## config.mk

```make
export PLATFORM = sky130hd
export DESIGN_NAME = imem_boot_loader
export DESIGN_NICKNAME = d
export VERILOG_FILES = /design/src/rtl/imem_boot_loader.sv
export SDC_FILE = /design/constraint.sdc
export NUM_CORES = 1
export LEC_CHECK = 0
export ABC_AREA = 1
export CAP_MARGIN = 20
export CORE_AREA = 2 2 98 100
export DETAILED_ROUTE_END_ITERATION = 10
export DIE_AREA = 0 0 100 102
export PLACE_DENSITY_LB_ADDON = 0.15
export REMOVE_ABC_BUFFERS = 1
export SETUP_SLACK_MARGIN = 0.1
export SLEW_MARGIN = 0
export SYNTH_ARGS = -nofsm -noshare
export SYNTH_HDL_FRONTEND = slang
export SYNTH_SLANG_ARGS = --single-unit
export TNS_END_PERCENT = 10
```

## constraint.sdc

```tcl
create_clock -name clk -period 4.7 [get_ports clk]
set_input_delay 1.175 -clock clk [delete_from_list [all_inputs] [get_ports clk]]
set_output_delay 1.175 -clock clk [all_outputs]
set_load 0.02 [all_outputs]
```

## src/rtl/imem_boot_loader.sv

```systemverilog
// Boot loader: length-prefixed byte stream -> 16-bit instruction-memory writes.
// Define IMEM_LOADER_CKSUM_EN to require a trailing XOR checksum byte.
module imem_boot_loader #(
  parameter int unsigned ADDR_W    = 9,
  parameter int unsigned BASE_ADDR = 0
) (
  input  logic              clk,
  input  logic              rst,
  input  logic              in_valid,
  input  logic [7:0]        in_data,
  output logic              in_ready,
  input  logic              reload,
  output logic [ADDR_W-1:0] mem_addr,
  output logic              mem_we,
  output logic [15:0]       mem_wdata,
  output logic              cpu_hold,
  output logic              done,
  output logic              error
);

`ifdef IMEM_LOADER_CKSUM_EN
  typedef enum logic [2:0] {
    CNT_HI, CNT_LO, DAT_HI, DAT_LO, WRITE, DONE, ERROR, CHK
  } state_t;
`else
  typedef enum logic [2:0] {
    CNT_HI, CNT_LO, DAT_HI, DAT_LO, WRITE, DONE, ERROR
  } state_t;
`endif

  localparam int unsigned LIMIT = (1 << ADDR_W) - BASE_ADDR;

  state_t            state, state_n;
  logic [15:0]       count, count_n;
  logic [15:0]       index, index_n;
  logic [7:0]        wdata_hi, wdata_hi_n;
  logic [ADDR_W-1:0] addr_n;
  logic [15:0]       wdata_n;
  logic              we_n, hold_n, done_n, error_n;
  logic              accept;
  logic [15:0]       n_word;
`ifdef IMEM_LOADER_CKSUM_EN
  logic [7:0]        cks, cks_n;
`endif

  assign accept = in_valid && in_ready;
  assign n_word = {count[15:8], in_data};

`ifdef IMEM_LOADER_CKSUM_EN
  assign in_ready = !rst &&
    (state inside {CNT_HI, CNT_LO, DAT_HI, DAT_LO, CHK});
`else
  assign in_ready = !rst &&
    (state inside {CNT_HI, CNT_LO, DAT_HI, DAT_LO});
`endif

  always_comb begin
    state_n    = state;
    count_n    = count;
    index_n    = index;
    wdata_hi_n = wdata_hi;
    addr_n     = mem_addr;
    wdata_n    = mem_wdata;
    hold_n     = cpu_hold;
    done_n     = done;
    error_n    = error;
`ifdef IMEM_LOADER_CKSUM_EN
    cks_n      = cks;
`endif
    unique case (state)
      CNT_HI: if (accept) begin
        count_n[15:8] = in_data;
        state_n       = CNT_LO;
      end
      CNT_LO: if (accept) begin
        count_n[7:0] = in_data;
`ifdef IMEM_LOADER_CKSUM_EN
        cks_n        = 8'h00;
`endif
        // Bounding N here guarantees the address never wraps.
        if (n_word == 16'd0 || 32'(n_word) > LIMIT) begin
          state_n = ERROR;
          error_n = 1'b1;
          hold_n  = 1'b1;
        end else begin
          index_n = 16'd0;
          state_n = DAT_HI;
        end
      end
      DAT_HI: if (accept) begin
        wdata_hi_n = in_data;
`ifdef IMEM_LOADER_CKSUM_EN
        cks_n      = cks ^ in_data;
`endif
        state_n    = DAT_LO;
      end
      DAT_LO: if (accept) begin
        wdata_n = {wdata_hi, in_data};
        addr_n  = ADDR_W'(BASE_ADDR) + ADDR_W'(index);
`ifdef IMEM_LOADER_CKSUM_EN
        cks_n   = cks ^ in_data;
`endif
        state_n = WRITE;
      end
      WRITE: begin
        index_n = index + 16'd1;
        if (index + 16'd1 == count) begin
`ifdef IMEM_LOADER_CKSUM_EN
          state_n = CHK;
`else
          state_n = DONE;
          done_n  = 1'b1;
          hold_n  = 1'b0;
`endif
        end else begin
          state_n = DAT_HI;
        end
      end
`ifdef IMEM_LOADER_CKSUM_EN
      CHK: if (accept) begin
        if (in_data == cks) begin
          state_n = DONE;
          done_n  = 1'b1;
          hold_n  = 1'b0;
        end else begin
          state_n = ERROR;
          error_n = 1'b1;
          hold_n  = 1'b1;
        end
      end
`endif
      DONE: if (reload) begin
        state_n = CNT_HI;
        done_n  = 1'b0;
        hold_n  = 1'b1;
      end
      ERROR: if (reload) begin
        state_n = CNT_HI;
        error_n = 1'b0;
      end
      default: state_n = CNT_HI;
    endcase
    we_n = (state_n == WRITE);
  end

  always_ff @(posedge clk or posedge rst) begin
    if (rst) begin
      state     <= CNT_HI;
      count     <= 16'd0;
      index     <= 16'd0;
      wdata_hi  <= 8'h00;
      mem_addr  <= ADDR_W'(BASE_ADDR);
      mem_we    <= 1'b0;
      mem_wdata <= 16'h0000;
      cpu_hold  <= 1'b1;
      done      <= 1'b0;
      error     <= 1'b0;
`ifdef IMEM_LOADER_CKSUM_EN
      cks       <= 8'h00;
`endif
    end else begin
      state     <= state_n;
      count     <= count_n;
      index     <= index_n;
      wdata_hi  <= wdata_hi_n;
      mem_addr  <= addr_n;
      mem_we    <= we_n;
      mem_wdata <= wdata_n;
      cpu_hold  <= hold_n;
      done      <= done_n;
      error     <= error_n;
`ifdef IMEM_LOADER_CKSUM_EN
      cks       <= cks_n;
`endif
    end
  end

endmodule

```

==> impl_metrics.json <==
{
  "fin_crit_sh": 0.754,
  "fmax_mhz": 282,
  "path_common_cell": "clkdlybuf4s50_1",
  "yosys.area.top_type_share": 0.494,
  "drt_wl_total_mm": 9.28,
  "via_per_inst": 5.07,
  "startpoint_type": "primary input",
  "fillers": 944,
  "cp_slowest_cell": "clkdlybuf4s50_1",
  "clk_path_buf_depth": 2,
  "globalplace.congestion": 0.969,
  "cp_data_required_time_ns": 3.52,
  "crit_buf_inv": 2,
  "grt_pass1_vias": 3156,
  "hold_viol": 0,
  "ctsHoldBuffers": 0,
  "ios": 42,
  "ys_ff_latch": 72,
  "antenna_found_initial": 0,
  "core_sq_um": 9110,
  "whs_ns": 0.475,
  "synth_area_leaders": "dfrtp_1 (49%), nand2_1 (19%), o21ai_0 (7.9%), inv_1 (5.3%), nand3_1 (4.9%)",
  "drcViolationCount": 0,
  "grt.overflow.total": 0,
  "ys.flop_type": "dfrtp_1",
  "cp-end-kind": "primary output",
  "synthTopCellsByCount": "nand2_1 (180), dfrtp_1 (71), o21ai_0 (57), inv_1 (51), nand3_1 (35)",
  "die_w_um": 100,
  "cts_setup_buffers": 0,
  "area_growth_pct": 20.9,
  "cts.repair.resized": 0,
  "ant_nets": 0,
  "portBuffers": 41,
  "period_minus_slack_ns": 3.54,
  "synth_area_sq_um": 3590,
  "finalSetupViolCount": 0,
  "hold_class": "reg -> reg",
  "cp_slowest_stage_delay_ns": 0.62,
  "setup_tns_ns": 0,
  "avgSynthCellArea_sq_um": 7.52,
  "place_ws_ns": 1.15,
  "leakagePower_uw": 0.00212,
  "drv_slew": 0,
  "cts-root-buf": "clkbuf_8",
  "power.total_uw": 2830,
  "final_cell_area_sq_um": 4340,
  "first_pass_iters": 5,
  "clk_pin_slew_worst_paths_ns": 0.09,
  "grt_start_max_net_pins": 33,
  "drtIter0Drc": 162,
  "initial_utilization": 0.395,
  "grt_use_total": 0.198,
  "yosysTopAreaCell": "dfrtp_1",
  "worst_slew_pin_slew_ns": 0.688,
  "arrival_ns": 2.37,
  "clock_skew_ns": 0.00621,
  "die_area_sq_um": 10200,
  "worstPathCellList": "clkdlybuf4s50_1, nor2_1, clkdlybuf4s50_1",
  "worstPathMaxFanout": 2,
  "drv_cap": 0,
  "yosysUniqueCellTypes": 26,
  "timing.final.ws_setup_ns": 1.16,
  "die_h_um": 102,
  "powerDensity_nw_per_um2": 652,
  "grt_setup_unrepaired": "false",
  "htreeDepth": 3,
  "ys_warn_count": 0,
  "diodes": 0,
  "ys_seq_area_frac": 0.502,
  "synth_most_common_cell": "nand2_1",
  "cts-buffers-inserted": 9,
  "crit_family": "buffers and inverters",
  "hpwl_mm": 6.70,
  "numClockSinks": 72,
  "row_count": 35,
  "grt_first_pass_wirelength_mm": 15.6,
  "routedWlPerCell_um": 14.5,
  "maxSlewHeadroom": 0.540,
  "status": "finished clean",
  "nNetsFinal": 538,
  "drive_gt1_frac": 0.0623,
  "dpl_cell_area_sq_um": 4160,
  "num_vias": 3247,
  "ir_drop_uv": 256,
  "synth_edf_count": 0,
  "clock_latency_ns": 0.36,
  "async_flop_share": 1.00,
  "cts_tree": "done",
  "crit_type": "in -> out",
  "netlist_instances": 478
}
## flip-flops by register name (all words and copies together) (netlist names)
name / cells
error: 1
done: 1
cpu_hold: 1
mem_addr: 9
count: 16
state: 3
mem_we: 1
wdata_hi: 8
index: 16
mem_wdata: 16
## worst paths after layout
kind	cells past startpoint	slack (ns)	endpoint	startpoint
setup reg to reg	16	2.48	done$_DFFE_PP0P_	index[0]$_DFFE_PP0P_
min in group asynchronous	2	1.26	done$_DFFE_PP0P_	rst
setup / recovery	3	1.16	in_ready	rst
hold / removal	2	0.48	done$_DFFE_PP0P_	done$_DFFE_PP0P_
max in group asynchronous	3	2.65	cpu_hold$_DFFE_PP1P_	rst
hold reg to reg	2	0.48	done$_DFFE_PP0P_	done$_DFFE_PP0P_
## final cells by class
class | instances | area, sq um | share of cell area
multi-input combinational | 346 | 1560 | 0.360
clock inverter | 7 | 61.3 | 0.0141
inverter | 51 | 191 | 0.0441
tap | 111 | 139 | 0.0320
sequential | 72 | 1800 | 0.415
clock buffer | 9 | 124 | 0.0285
timing repair buffer | 45 | 460 | 0.106
## metal layers
metal | track usage | part of all wire | vias to the layer above
met5 | 0 | 0 | -
met1 | 0.263 | 0.48 | 1515
li1 | - | - | 1640
met4 | 0.0717 | 0.014 | 0
met3 | 0.0404 | 0.039 | 12
met2 | 0.322 | 0.47 | 80
## per-stage QoR
stage,utilization,cells
4_1_cts,0.477,641
3_5_place_dp,0.456,625
2_1_floorplan,-,469
6_report,0.477,641
5_1_grt,0.477,641
3_3_place_gp,0.453,624
## worst min-delay path, cell delays in order (launching register included)
cell and delay, ns:
dfrtp_1 0.35, nand2_1 0.05, nand2_1 0.05
## layout by cell type (no fill, tap or decap), types with 4 or more instances in the layout
| cell type | n |
|---|---|
| nand2_1 | 180 |
| dfrtp_1 | 71 |
| o21ai_0 | 57 |
| inv_1 | 50 |
| clkdlybuf4s50_1 | 41 |
| nand3_1 | 35 |
| nor2_1 | 26 |
| nand4_1 | 18 |
| clkbuf_8 | 9 |
| nor2_2 | 5 |
| nor3_1 | 4 |
## power by group
group	switching (uW)	internal, uW	total (uW)
sequential	242	896	1140
clock	273	202	474
combinational	724	493	1220
total	1240	1590	2830
## kinds of logic after synthesis
group / share of synthesized area
and+or+nand+nor: 0.330
DFF: 0.502
AOI/OAI and AO/OA: 0.0968
buffers and inverters: 0.0630
xor gates and xnor gates: 0.00488
adders and majority gates: 0.00348
(Power assumes the default switching activity.)
